`src/rtl/cluster_periph_slice_pkg.sv`:
```
// Shared helpers for the cluster peripheral decoupling slice.
// Latency: none (package only).
// Backpressure: n/a.
// Contents: parameter sanity helper and the response-error encoding.
package cluster_periph_slice_pkg;

  // Response opcode values carried on slv_r_opc_o.
  localparam logic OPC_OK  = 1'b0;
  localparam logic OPC_ERR = 1'b1;

  // True when v is a non-zero power of two; used for elaboration checks.
  function automatic bit is_pow2(input int unsigned v);
    return (v != 0) && ((v & (v - 1)) == 0);
  endfunction

endpackage

```
`src/rtl/cluster_periph_slice_fifo.sv`:
```
// Request queue: registered FIFO of DEPTH entries, no fall-through.
// Latency: a push in cycle t is visible on data_o / empty_o in t+1.
// Backpressure: push ignored when full_o, pop ignored when empty_o.
// Ports: clk_i/rst_ni clock and async active-low reset; push_i/data_i write
//        side; pop_i/data_o read side (data_o is the head); full_o/empty_o.
module cluster_periph_slice_fifo
  import cluster_periph_slice_pkg::*;
#(
  parameter int unsigned DEPTH      = 2,
  parameter int unsigned DATA_WIDTH = 32
) (
  input  logic                  clk_i,
  input  logic                  rst_ni,
  input  logic                  push_i,
  input  logic [DATA_WIDTH-1:0] data_i,
  input  logic                  pop_i,
  output logic [DATA_WIDTH-1:0] data_o,
  output logic                  full_o,
  output logic                  empty_o
);

  localparam int unsigned PW = (DEPTH > 1) ? $clog2(DEPTH) : 1;

  logic [PW-1:0]         r_wr_ptr;
  logic [PW-1:0]         r_rd_ptr;
  logic [PW:0]           r_count;
  logic [DATA_WIDTH-1:0] r_mem [DEPTH];
  logic                  w_push;
  logic                  w_pop;

  assign full_o  = (r_count == (PW+1)'(DEPTH));
  assign empty_o = (r_count == '0);
  assign w_push  = push_i & ~full_o;
  assign w_pop   = pop_i & ~empty_o;
  assign data_o  = r_mem[r_rd_ptr];

  // DEPTH is a power of two, so the pointers wrap on their own.
  always_ff @(posedge clk_i or negedge rst_ni) begin
    if (!rst_ni) begin
      r_wr_ptr <= '0;
      r_rd_ptr <= '0;
      r_count  <= '0;
      for (int i = 0; i < DEPTH; i++) r_mem[i] <= '0;
    end else begin
      if (w_push) begin
        r_mem[r_wr_ptr] <= data_i;
        r_wr_ptr        <= r_wr_ptr + 1'b1;
      end
      if (w_pop) r_rd_ptr <= r_rd_ptr + 1'b1;
      case ({w_push, w_pop})
        2'b10:   r_count <= r_count + 1'b1;
        2'b01:   r_count <= r_count - 1'b1;
        default: r_count <= r_count;
      endcase
    end
  end

endmodule

```
`src/rtl/cluster_periph_slice.sv`:
```
// Decouples the core peripheral port from the interconnect: queued requests, registered responses, outstanding cap.
// Latency: request t -> mst_req_o t+1; mst_r_valid_i t -> slv_r_valid_o t+1.
// Backpressure: slv_gnt_o drops when the queue is full or MAX_OUTSTANDING requests are unanswered; response path has none.
// Ports: slv_* core-side request/response, mst_* interconnect side (mst_id_o = core_id_i),
//        stall_o = request refused this cycle, busy_o = anything queued or in flight.
module cluster_periph_slice
  import cluster_periph_slice_pkg::*;
#(
  parameter int unsigned ADDR_WIDTH      = 32,
  parameter int unsigned DATA_WIDTH      = 32,
  parameter int unsigned BE_WIDTH        = DATA_WIDTH / 8,
  parameter int unsigned ID_WIDTH        = 5,
  parameter int unsigned DEPTH           = 2,
  parameter int unsigned MAX_OUTSTANDING = 4
) (
  input  logic                  clk_i,
  input  logic                  rst_ni,
  input  logic [ID_WIDTH-1:0]   core_id_i,
  input  logic                  slv_req_i,
  input  logic [ADDR_WIDTH-1:0] slv_add_i,
  input  logic                  slv_wen_i,
  input  logic [DATA_WIDTH-1:0] slv_wdata_i,
  input  logic [BE_WIDTH-1:0]   slv_be_i,
  output logic                  slv_gnt_o,
  output logic                  slv_r_valid_o,
  output logic                  slv_r_opc_o,
  output logic [DATA_WIDTH-1:0] slv_r_rdata_o,
  output logic                  mst_req_o,
  output logic [ADDR_WIDTH-1:0] mst_add_o,
  output logic                  mst_wen_o,
  output logic [DATA_WIDTH-1:0] mst_wdata_o,
  output logic [BE_WIDTH-1:0]   mst_be_o,
  output logic [ID_WIDTH-1:0]   mst_id_o,
  input  logic                  mst_gnt_i,
  input  logic                  mst_r_valid_i,
  input  logic                  mst_r_opc_i,
  input  logic [DATA_WIDTH-1:0] mst_r_rdata_i,
  input  logic [ID_WIDTH-1:0]   mst_r_id_i,
  output logic                  stall_o,
  output logic                  busy_o
);

  localparam int unsigned FW = ADDR_WIDTH + 1 + DATA_WIDTH + BE_WIDTH;
  localparam int unsigned CW = $clog2(MAX_OUTSTANDING + 1);

  if (!is_pow2(DEPTH) || DEPTH < 2) begin : g_bad_depth
    $error("cluster_periph_slice: DEPTH must be a power of two and at least 2");
  end
  if (MAX_OUTSTANDING < DEPTH || MAX_OUTSTANDING > 255) begin : g_bad_max_out
    $error("cluster_periph_slice: MAX_OUTSTANDING must be in [DEPTH, 255]");
  end

  logic [FW-1:0]         w_fifo_in;
  logic [FW-1:0]         w_fifo_out;
  logic                  w_fifo_full;
  logic                  w_fifo_empty;
  logic                  w_push;
  logic                  w_pop;
  logic                  w_rsp_accept;
  logic [CW-1:0]         r_outstanding;
  logic                  r_rsp_vld;
  logic                  r_rsp_opc;
  logic [DATA_WIDTH-1:0] r_rsp_rdata;

  // Grant only looks at registered state so it cannot combinationally loop
  // back through slv_req_i in the demux.
  assign slv_gnt_o = ~w_fifo_full & (r_outstanding < CW'(MAX_OUTSTANDING));
  assign w_push    = slv_req_i & slv_gnt_o;
  assign w_pop     = mst_req_o & mst_gnt_i;
  assign stall_o   = slv_req_i & ~slv_gnt_o;
  assign busy_o    = (r_outstanding != '0) | ~w_fifo_empty;

  assign w_fifo_in = {slv_add_i, slv_wen_i, slv_wdata_i, slv_be_i};
  assign mst_req_o = ~w_fifo_empty;
  assign {mst_add_o, mst_wen_o, mst_wdata_o, mst_be_o} = w_fifo_out;
  assign mst_id_o  = core_id_i;

  cluster_periph_slice_fifo #(
    .DEPTH      (DEPTH),
    .DATA_WIDTH (FW)
  ) i_req_fifo (
    .clk_i   (clk_i),
    .rst_ni  (rst_ni),
    .push_i  (w_push),
    .data_i  (w_fifo_in),
    .pop_i   (w_pop),
    .data_o  (w_fifo_out),
    .full_o  (w_fifo_full),
    .empty_o (w_fifo_empty)
  );

  // The counter only decrements when the registered response leaves, so a
  // response already sitting in the register is not yet reflected in it.
  // Subtract it before deciding whether a new response has an owner;
  // otherwise the counter could underflow.
  assign w_rsp_accept = mst_r_valid_i & (r_outstanding > CW'(r_rsp_vld));

  always_ff @(posedge clk_i or negedge rst_ni) begin
    if (!rst_ni) begin
      r_outstanding <= '0;
    end else begin
      case ({w_push, r_rsp_vld})
        2'b10:   r_outstanding <= r_outstanding + 1'b1;
        2'b01:   r_outstanding <= r_outstanding - 1'b1;
        default: r_outstanding <= r_outstanding;
      endcase
    end
  end

  // A response carrying a foreign ID is still forwarded to keep ordering,
  // but flagged as an error to the core.
  always_ff @(posedge clk_i or negedge rst_ni) begin
    if (!rst_ni) begin
      r_rsp_vld   <= 1'b0;
      r_rsp_opc   <= OPC_OK;
      r_rsp_rdata <= '0;
    end else begin
      r_rsp_vld <= w_rsp_accept;
      if (w_rsp_accept) begin
        r_rsp_rdata <= mst_r_rdata_i;
        r_rsp_opc   <= (mst_r_id_i != core_id_i) ? OPC_ERR : mst_r_opc_i;
      end
    end
  end

  assign slv_r_valid_o = r_rsp_vld;
  assign slv_r_opc_o   = r_rsp_opc;
  assign slv_r_rdata_o = r_rsp_rdata;

  // A response with nothing outstanding is dropped; flag it in simulation.
  a_no_orphan_rsp: assert property (@(posedge clk_i) disable iff (!rst_ni)
    mst_r_valid_i |-> (r_outstanding > CW'(r_rsp_vld)));

endmodule

```
`config.mk`:
```
export PLATFORM = sky130hd
export DESIGN_NAME = cluster_periph_slice
export DESIGN_NICKNAME = d
export VERILOG_FILES = /design/src/rtl/cluster_periph_slice_pkg.sv /design/src/rtl/cluster_periph_slice_fifo.sv /design/src/rtl/cluster_periph_slice.sv
export SDC_FILE = /design/constraint.sdc
export NUM_CORES = 1
export LEC_CHECK = 0
export BUFFER_PORTS_ARGS = -buffer_cell sky130_fd_sc_hd__buf_2
export CORE_ASPECT_RATIO = 2
export CORE_MARGIN = 3
export CORE_UTILIZATION = 40
export DETAILED_ROUTE_END_ITERATION = 8
export GPL_TIMING_DRIVEN = 0
export PLACE_DENSITY = 0.72
export SYNTH_ARGS = -nofsm -noshare
export SYNTH_HDL_FRONTEND = slang
export SYNTH_SLANG_ARGS = --single-unit
```
`constraint.sdc`:
```
create_clock -name clk_i -period 3 [get_ports clk_i]
set_clock_uncertainty 0.2 [all_clocks]
set_input_delay 0.3 -clock clk_i [delete_from_list [all_inputs] [get_ports clk_i]]
set_output_delay 0.3 -clock clk_i [all_outputs]
set_load 0.03 [all_outputs]
```
==> results of run 1 <==
-- cell usage after synthesis --
cell type and instances:
mux2_2 239, dfrtp_1 179, buf_2 12, buf_4 9, xor2_1 8, clkbuf_1 5, inv_1 5, xnor2_1 5
nor2_1 4, buf_1 3, ha_1 3, nand2_1 3, nor2b_1 3, a22oi_1 1, and2_1 1, buf_6 1
fa_1 1, nand2b_1 1, nand3_2 1, nor2b_2 1, nor3b_4 1, nor4_1 1, o21ai_0 1, o311a_1 1
o31ai_2 1, or2_2 1, or4_1 1
-- state kept, by name, summed over array words and instances (netlist names) --
name	flops
i_req_fifo.r_mem	138
slv_r_opc_o	1
slv_r_valid_o	1
i_req_fifo.r_count	2
i_req_fifo.r_rd_ptr	1
slv_r_rdata_o	32
i_req_fifo.r_wr_ptr	1
r_outstanding	3
-- layout make-up --
type | instances | share of cell area [%]
plain buffers | 30 | 1.56
clock inverters | 12 | 1.32
repair buffers | 331 | 20.4
multi-input cells | 278 | 27.9
clock buffers | 20 | 4.32
flip-flops and latches | 179 | 41.4
well taps | 255 | 2.95
inverters | 5 | 0.174
-- worst min-delay path, cell delays in order --
cell and delay (ns):
buf_2 0.07, and2_1 0.16, xor2_1 0.08
-- timing repair --
item	in CTS	in global routing
hold buffers	102	0
resized for setup	0	0
hold endpoints to repair	255	0
-- path summary, 6_finish.rpt --
path,startpoint,cells after the start,slack (ns),endpoint
worst max-delay path,i_req_fifo.r_rd_ptr,4,0.25,mst_add_o[15]
worst min register to register,r_outstanding[0],1,0.29,r_outstanding[0]
min in group asynchronous,rst_ni,2,0.22,i_req_fifo.r_mem[58]
max in group asynchronous,rst_ni,3,1.48,i_req_fifo.r_mem[90]
worst min-delay path,mst_gnt_i,3,0.02,i_req_fifo.r_rd_ptr
worst max register to register,r_outstanding[0],6,0.66,slv_r_rdata_o[20]
-- through the flow --
step / area, um2 / worst slack [ns]
after floorplan: 7680 / 0.840
after global placement: 9140 / -1.55
after detailed placement: 9180 / 0.640
after CTS: 10800 / 0.166
after global routing: 10800 / 0.114
final: 10800 / 0.246
-- kinds of logic after synthesis --
| kind of cell | Yosys count |
|---|---|
| multiplexers | 239 |
| flip-flops | 179 |
| buffers and inverters | 35 |
| AND/OR/NAND/NOR | 18 |
| XOR/XNOR | 13 |
| AO/OA/AOI/OAI | 4 |
| adder cells (fa/ha/maj) | 4 |
-- routing by layer --
layer / up-vias / wire length, um
li1: 2432 / -
met1: 2697 / 6850
met2: 150 / 11000
met3: 38 / 719
met4: 0 / 615
met5: - / 0
-- where the power goes --
part / internal, mW / switching, mW / total, mW
combinational: 2.79 / 3.75 / 6.53
clock: 1.31 / 0.976 / 2.29
sequential: 3.65 / 0.594 / 4.24
total: 7.75 / 5.32 / 13.1
==> reports/metrics.cfg, run 1 <==
[status]
status = complete, no violations

[grt]
first_global_vias = 6192
grt_use_met1_pct = 19.7
grt.overflow.total = 0
grt_most_used_layer = met2
grt_pass1_wl_um = 31700
met2_usage_pct = 36.6
grt_max_degree = 95
antenna_found_initial = 0
gr-usage-met3_pct = 3.96
grt_util_all_layers_pct = 19.1

[cts]
tritoncts = yes
clk-insertion-delay-late_ns = 0.42
cts_buffers = 17
clockRootBuffer = clkbuf_16
cts_setup_buffers = 0
clk_pin_slew_worst_paths_ns = 0.07
clock-sinks = 179
cts_buffer_depth = 2
cts_max_level = 4

[drt]
wl_um = 19200
drt_iter0_drc = 109
viasPerCell = 4.79
drc = 0
first_pass_iters = 4
routedWlPerCell_um = 17.3
postRouteAntennaNets = 0
via_count = 5317

[timing]
setup_viol = 0
maxSlewViolCount = 0
tightest_slew_ns = 0.794
hold_viol_final = 0
slew_headroom_pct = 47.1
fin_tns_setup_ns = 0
fmax_mhz = 363
rsz0062_at_grt = no
fin_crit_sh_pct = 91.8
min_period_ns = 2.75
hold_slack_ns = 0.0197

[final_layout]
register_area_mm2 = 0.00448
final_cell_mix = mux2_2 (239), buf_2 (239), dfrtp_1 (179)
multiInputGateArea_mm2 = 0.00301
num_antenna_cells = 0
utilization_pct = 57.4
final_layout_size_suffix_gt1_share_pct = 61.6
syn2layout_area_growth_pct = 40.7
fin_cells = 1110
nNetsFinal = 963
fillCellCount = 1521

[critical_path]
worstPathMaxFanout = 10
cp-start-kind = flop
arrival_ns = 2.25
critPathTopFamily = buffers and inverters
path_cells = clkbuf_1 -> buf_1 -> mux2_2 -> buf_2
critical_path_buf_inv_count = 3
worstSetupPathType = flop to primary output
worstPathRequired_ns = 2.50
crit_path_end_kind = primary output
crit_slowest_cell = buf_1
slowest_delay_ns = 0.65

[logic_synthesis]
syn_inst = 492
synthMuxAreaShare_pct = 35.0
synth_top_area_share_pct = 58.3
netlist_top_cells_area = dfrtp_1 (58%), mux2_2 (35%), xor2_1 (0.91%), buf_4 (0.88%), buf_2 (0.78%)
yosysWarnings = 0
syn_area_mm2 = 0.00768
synth-xor-area-share_pct = 1.48
yosys_register_bits = 179
yosys.area_share.simple_pct = 1.50
synth_top_family_by_area = multiplexers
synth-compound-area-share_pct = 0.456
synth_seq_area_share_pct = 58.3
synth_cell_type_count = 27
avgSynthCellArea_um2 = 15.6
synth.largest_area_cell = dfrtp_1
synth_nets = 613
synthAdderAreaFrac_pct = 0.749

[floorplanning]
initial_core_util_pct = 40.8
die_area_mm2 = 0.0210
io_pins = 229
coreArea_mm2 = 0.0188
die_w_um = 104
rows = 71
die_h_um = 202

[power_and_ir_drop]
ir_drop_uv = 699
p_leak_nw = 4.99
powerDensity_mw_per_mm2 = 1210
total_power_mw = 13.1

[placed_design]
numPortBuffers = 228
dp_hpwl_um = 13300
gp_congestion = 0.774
placed_cells = 976

[worst_hold_path]
min_path_type = input pin to flop

[job]
max_cap_viol_count = 0

No activity file was read; power rests on OpenSTA's default activity.
==> inputs of run 2 (changes only) <==
--- a/config.mk
+++ b/config.mk
@@ -8,10 +8,10 @@
 export BUFFER_PORTS_ARGS = -buffer_cell sky130_fd_sc_hd__buf_2
 export CORE_ASPECT_RATIO = 2
 export CORE_MARGIN = 3
-export CORE_UTILIZATION = 40
+export CORE_UTILIZATION = 52
 export DETAILED_ROUTE_END_ITERATION = 8
 export GPL_TIMING_DRIVEN = 0
-export PLACE_DENSITY = 0.72
+export PLACE_DENSITY = 0.87
 export SYNTH_ARGS = -nofsm -noshare
 export SYNTH_HDL_FRONTEND = slang
 export SYNTH_SLANG_ARGS = --single-unit
==> reports/metrics.cfg, run 2 (synthesis results as in run 1) <==
[grt]
first_global_vias = 6381  ; +3.1%
antenna_found_initial = 0  ; unchanged
grt_pass1_wl_um = 32000  ; +0.85%
grt.overflow.total = 0  ; unchanged
grt_util_all_layers_pct = 25.5  ; +6.4 points
grt_max_degree = 106  ; +12%

[placed_design]
dpl-instance-area_mm2 = 0.00910  ; -0.86%
gp_congestion = 0.749  ; -3.2%
numPortBuffers = 228  ; unchanged
dp_hpwl_um = 13500  ; +1.1%

[floorplanning]
initial_core_util_pct = 53.2  ; +12 points
die_h_um = 178  ; -12%
die_area_mm2 = 0.0164  ; -22%
rows = 62  ; -13%
coreArea_mm2 = 0.0144  ; -23%
die_w_um = 91.9  ; -12%
io_pins = 229  ; unchanged

[timing]
fmax_mhz = 369  ; +1.6%
fin_tns_setup_ns = 0  ; unchanged
slew_headroom_pct = 50.5  ; +3.4 points
tightest_slew_ns = 0.743  ; -0.0508 ns
fin_crit_sh_pct = 90.4  ; -1.4 points
setup_viol = 0  ; unchanged
min_period_ns = 2.71  ; -0.0430 ns
maxSlewViolCount = 0  ; unchanged
rsz0062_at_grt = no
hold_viol_final = 0  ; unchanged

[worst_hold_path]
min_to = i_req_fifo.r_rd_ptr
min_path_type = input pin to flop
hold_start = mst_gnt_i
whs_path_depth = 3  ; unchanged

[cts]
postCtsResizedCells = 0  ; unchanged
clk_pin_slew_worst_paths_ns = 0.07  ; about the same
cts_buffers = 17  ; unchanged
tritoncts = yes
clockRootBuffer = clkbuf_16
cts_max_level = 4  ; unchanged
clk-insertion-delay-late_ns = 0.42  ; about the same
cts_buffer_depth = 2  ; unchanged
clock-sinks = 179  ; unchanged

[critical_path]
r2r_cells = 6  ; unchanged
cp-start-kind = flop
critPathTopFamily = buffers and inverters
arrival_ns = 2.21  ; -0.04 ns
slowest_delay_ns = 0.61  ; -0.04 ns
crit_slowest_cell = buf_1
critical_path_buf_inv_count = 3  ; unchanged
worstSetupPathType = flop to primary output
reg2reg_to = slv_r_rdata_o[12]
rrSetupSlack_ns = 0.55  ; -0.11 ns
worstPathMaxFanout = 10  ; unchanged
worstPathRequired_ns = 2.50  ; about the same
path_cells = clkbuf_1 -> buf_1 -> mux2_2 -> buf_2
crit_path_end_kind = primary output
r2r-start = r_outstanding[0]

[power_and_ir_drop]
p_leak_nw = 4.96  ; -0.69%
ir_drop_uv = 919  ; +31%
powerDensity_mw_per_mm2 = 1220  ; +0.65%
total_power_mw = 13.0  ; -0.59%

[drt]
first_pass_iters = 4  ; unchanged
postRouteAntennaNets = 0  ; unchanged
wl_um = 19900  ; +3.4%
drc = 0  ; unchanged
routedWlPerCell_um = 19.0  ; +9.6%
via_count = 5454  ; +2.6%
viasPerCell = 5.21  ; +8.7%
drt_iter0_drc = 145  ; +33%

[job]
max_cap_viol_count = 0  ; unchanged

[final_layout]
num_antenna_cells = 0  ; unchanged
largest_reg_flops = 138  ; unchanged
final_layout_size_suffix_gt1_share_pct = 61.5  ; -0.12 points
nNetsFinal = 963  ; unchanged
top_register = i_req_fifo.r_mem
final_cell_mix = mux2_2 (239), buf_2 (239), dfrtp_1 (179)
utilization_pct = 74.0  ; +17 points
syn2layout_area_growth_pct = 39.0
fin_area_mm2 = 0.0107  ; -1.2%
fillCellCount = 886  ; -42%

[status]
status = complete, no violations

[run 2: changes by cell type in the layout (fill, tap and decap cells not counted)]
cell / change
bufinv_16: -2
clkbuf_1: +1
clkbuf_8: -1
clkinv_4: +1
clkinvlp_4: +2
inv_6: -1
[run 2: worst register-to-register path: cells and delay by family, from the launching register on]
family	cells	cell delay [ns]
adder cells (fa/ha/maj)	1	0.29
AO/OA/AOI/OAI	1	0.60
multiplexers	1	0.36
flip-flops	1	0.40
AND/OR/NAND/NOR	1	0.06
buffers and inverters	2	0.43
[run 2: power by group]
group          leakage (nW)  switching, mW  internal, mW  total (mW)
registers              2.11          0.670          3.65        4.32
clock network         0.264          0.960          1.12        2.08
logic                  2.58           3.79          2.79        6.59
total                  4.96           5.42          7.57        13.0
[run 2: cell type report]
cell class | instances | area [um2] | share of cell area [%]
flip-flops and latches | 179 | 4480 | 42.0
plain buffers | 30 | 169 | 1.58
multi-input cells | 278 | 3010 | 28.2
inverters | 5 | 18.8 | 0.176
clock buffers | 20 | 457 | 4.28
well taps | 192 | 240 | 2.25
repair buffers | 331 | 2200 | 20.6
clock inverters | 12 | 97.6 | 0.914
[run 2: worst max path at each step]
stage	slack [ns]	endpoint	depth (start not counted)	start
after floorplan	0.84	slv_r_rdata_o[10]	5	slv_r_valid_o
after global placement	-1.08	i_req_fifo.r_mem[119]	1	rst_ni
after detailed placement	0.61	slv_r_rdata_o[25]	6	r_outstanding[0]
after CTS	0.21	mst_be_o[2]	4	i_req_fifo.r_rd_ptr
after global routing	0.12	mst_be_o[2]	4	i_req_fifo.r_rd_ptr
final	0.29	mst_be_o[2]	4	i_req_fifo.r_rd_ptr
[run 2: per-layer routing]
| layer | part of all wire, % | global-route usage, % | wire length [um] |
|---|---|---|---|
| met1 | 33 | 25.5 | 6620 |
| met2 | 57 | 46.9 | 11200 |
| met3 | 5.0 | 6.24 | 996 |
| met4 | 5.1 | 15.0 | 1000 |
| met5 | 0 | 0 | 0 |
[run 2: repair_timing]
| action | 4_1_cts | 5_1_grt |
|---|---|---|
| endpoints found under the setup margin | 0 | 0 |
| endpoints found under the hold margin | 244 | 0 |
| hold buffers | 102 | 0 |
| setup buffers | 0 | 0 |
[run 2: through the flow]
step | setup WS [ns] | instances | hold WS (ns)
2_1_floorplan | 0.840 | 492 | -0.196
3_3_place_gp | -1.08 | 912 | 0.281
3_5_place_dp | 0.608 | 913 | 0.0955
4_1_cts | 0.210 | 1047 | 0.0352
5_1_grt | 0.122 | 1047 | 0.0399
6_report | 0.289 | 1047 | 0.0397
==> inputs of run 3 (changes only) <==
--- a/config.mk
+++ b/config.mk
@@ -5,10 +5,12 @@
 export SDC_FILE = /design/constraint.sdc
 export NUM_CORES = 1
 export LEC_CHECK = 0
+export ABC_AREA = 1
 export BUFFER_PORTS_ARGS = -buffer_cell sky130_fd_sc_hd__buf_2
-export CORE_ASPECT_RATIO = 2
+export CORE_ASPECT_RATIO = 0.5
 export CORE_MARGIN = 3
 export CORE_UTILIZATION = 52
+export CTS_CLUSTER_DIAMETER = 30
 export DETAILED_ROUTE_END_ITERATION = 8
 export GPL_TIMING_DRIVEN = 0
 export PLACE_DENSITY = 0.87
==> reports/metrics.cfg, run 3 <==
[final_layout]
mostFrequentLayoutCell = nand2_1
largest_reg_flops = 138  ; unchanged
top_register = i_req_fifo.r_mem
syn2layout_area_growth_pct = 37.2
fin_cells = 1515  ; +45%
nNetsFinal = 1427  ; +48%
num_antenna_cells = 0  ; unchanged
multiInputGateArea_mm2 = 0.00284  ; -5.9%
register_area_mm2 = 0.00448  ; unchanged
final_cell_mix = nand2_1 (463), buf_2 (242), dfrtp_1 (179)
final_layout_size_suffix_gt1_share_pct = 27.0  ; -34 points
utilization_pct = 74.6  ; +0.60 points
fillCellCount = 1002  ; +13%

[logic_synthesis]
synth_cell_type_count = 22  ; -19%
synth_seq_area_share_pct = 55.8  ; -2.6 points
yosys_register_bits = 179  ; unchanged
avgSynthCellArea_um2 = 8.40  ; -46%
synth_edf_count = 0  ; unchanged
yosysMostFrequentCell = nand2_1
yosysWarnings = 0  ; unchanged
syn_inst = 956  ; +94%
netlist_top_cells_area = dfrtp_1 (56%), nand2_1 (22%), o21ai_2 (5.5%), o21ai_1 (4.4%), inv_1 (4.1%)
async_reset_ff_share_pct = 100  ; unchanged
synth_nets = 1077  ; +76%
syn_area_mm2 = 0.00803  ; +4.6%
synth_top_area_share_pct = 55.8  ; -2.6 points
synthTopCellsByCount = nand2_1 (463), dfrtp_1 (179), inv_1 (87)
synth_top_flop_cell = dfrtp_1
synth.largest_area_cell = dfrtp_1

[grt]
grt_util_all_layers_pct = 29.0  ; +3.5 points
antenna_found_initial = 0  ; unchanged
first_global_vias = 8217  ; +29%
grt_pass1_wl_um = 39500  ; +24%
grt_max_degree = 105  ; -0.94%
grt.overflow.total = 0  ; unchanged

[worst_hold_path]
min_path_type = input pin to flop

[drt]
routedWlPerCell_um = 16.3  ; -14%
viasPerCell = 5.23  ; +0.38%
wl_met2_um = 12300  ; +9.3%
wl_um = 24600  ; +24%
drt_iter0_drc = 588  ; +310%
drc = 0  ; unchanged
postRouteAntennaNets = 0  ; unchanged
top_layer = met4
via_count = 7922  ; +45%
route.met3.wl_um = 1820  ; +83%
first_pass_iters = 6  ; +2
drt-met1-wl_um = 9610  ; +45%

[floorplanning]
die_w_um = 182  ; +98%
io_pins = 229  ; unchanged
initial_core_util_pct = 54.4  ; +1.1 points
die_h_um = 93.9  ; -47%
die_area_mm2 = 0.0171  ; +4.4%
coreArea_mm2 = 0.0148  ; +2.4%
rows = 31  ; -50%

[status]
status = complete, no violations

[power_and_ir_drop]
powerDensity_mw_per_mm2 = 1140  ; -6.1%
p_leak_nw = 6.17  ; +24%
ir_drop_uv = 588  ; -36%

[placed_design]
placed_cells = 1383  ; +51%
dp_hpwl_um = 15200  ; +13%
numPortBuffers = 228  ; unchanged
gp_congestion = 0.830  ; +11%

[timing]
fmax_mhz = 386  ; +4.7%
setup_viol = 0  ; unchanged
hold_viol_final = 0  ; unchanged
min_period_ns = 2.59  ; -0.123 ns
maxSlewViolCount = 0  ; unchanged
rsz0062_at_grt = no
slew_headroom_pct = 46.7  ; -3.8 points
tightest_slew_ns = 0.799  ; +0.0564 ns
fin_crit_sh_pct = 86.3  ; -4.1 points

[cts]
clk-insertion-delay-late_ns = 0.42  ; about the same
hold_buffers = 102  ; unchanged
postCtsResizedCells = 0  ; unchanged
clk_pin_slew_worst_paths_ns = 0.06  ; about the same
cts_buffers = 17  ; unchanged
cts_max_level = 4  ; unchanged
cts_buffer_depth = 2  ; unchanged
cts_setup_buffers = 0  ; unchanged
tritoncts = yes
clockRootBuffer = clkbuf_16
clock-sinks = 179  ; unchanged

[critical_path]
slowest_delay_ns = 0.48  ; -0.13 ns
crit_slowest_cell = clkbuf_1
worstPathMaxFanout = 10  ; unchanged
arrival_ns = 2.09  ; -0.12 ns
path_cells = clkbuf_1 -> inv_2 -> clkbuf_1 -> nand2_1 -> nand2_1 -> buf_2
worstSetupPathType = flop to primary output
cp-start-kind = flop
worstPathRequired_ns = 2.50  ; about the same
crit_path_end_kind = primary output

[job]
max_cap_viol_count = 0  ; unchanged

## run 3: layer usage
layer	global-route usage (%)	vias to the layer above
li1	-	3613
met1	34.2	3773
met2	51.1	438
met3	6.26	98
met4	14.1	0
met5	0	-
## run 3: area by class of cell
class,count,share of cell area (%)
flip-flops and latches,179,40.6
multi-input cells,631,25.7
repair buffers,331,20.0
clock buffers,18,3.89
plain buffers,56,3.44
inverters,90,3.07
well taps,198,2.25
clock inverters,12,1.01
## run 3: final timing paths
path	slack [ns]	cells after the start	from	endpoint
setup / recovery	0.41	6	i_req_fifo.r_rd_ptr	mst_wdata_o[22]
hold / removal	0.06	3	mst_gnt_i	i_req_fifo.r_rd_ptr
setup reg to reg	1.00	9	r_outstanding[0]	slv_r_rdata_o[5]
hold reg to reg	0.27	2	slv_r_rdata_o[13]	slv_r_rdata_o[13]
max in group asynchronous	1.44	3	rst_ni	slv_r_rdata_o[30]
min in group asynchronous	0.31	2	rst_ni	i_req_fifo.r_mem[19]
## run 3: worst max-delay path: cells and delay by family, from the launching register on
kind | cells | cell delay, ns
buffers and inverters | 4 | 1.00
and+or+nand+nor | 2 | 0.31
DFF | 1 | 0.36
## run 3: power by group
| group | switching (mW) | total [mW] | internal, mW |
|---|---|---|---|
| Sequential | 0.645 | 4.18 | 3.53 |
| Clock | 0.947 | 2.08 | 1.14 |
| Combinational | 4.40 | 6.34 | 1.93 |
| Total | 6.00 | 12.6 | 6.60 |
## run 3: stage by stage
step	total power [mW]	TNS [ns]	hold slack (ns)	worst slack (ns)	cell area, um2
after floorplan	8.40	0	-0.196	1.07	8030
after global placement	10.0	-228.50	0.250	-1.29	9420
after detailed placement	10.3	0	0.206	0.922	9460
after CTS	12.5	0	0.0507	0.466	11000
after global routing	13.4	0	0.0625	0.293	11000
final	12.6	0	0.0628	0.411	11000
## run 3: cells by family (layout without fill, tap and decap cells)
kind of cell | Yosys count | in the layout | share of synthesized area (%)
AO/OA/AOI/OAI | 145 | 145 | 11.6
adder cells (fa/ha/maj) | 4 | 4 | 0.717
flip-flops | 179 | 179 | 55.8
buffers and inverters | 146 | 507 | 8.93
XOR/XNOR | 5 | 5 | 0.545
AND/OR/NAND/NOR | 477 | 477 | 22.5
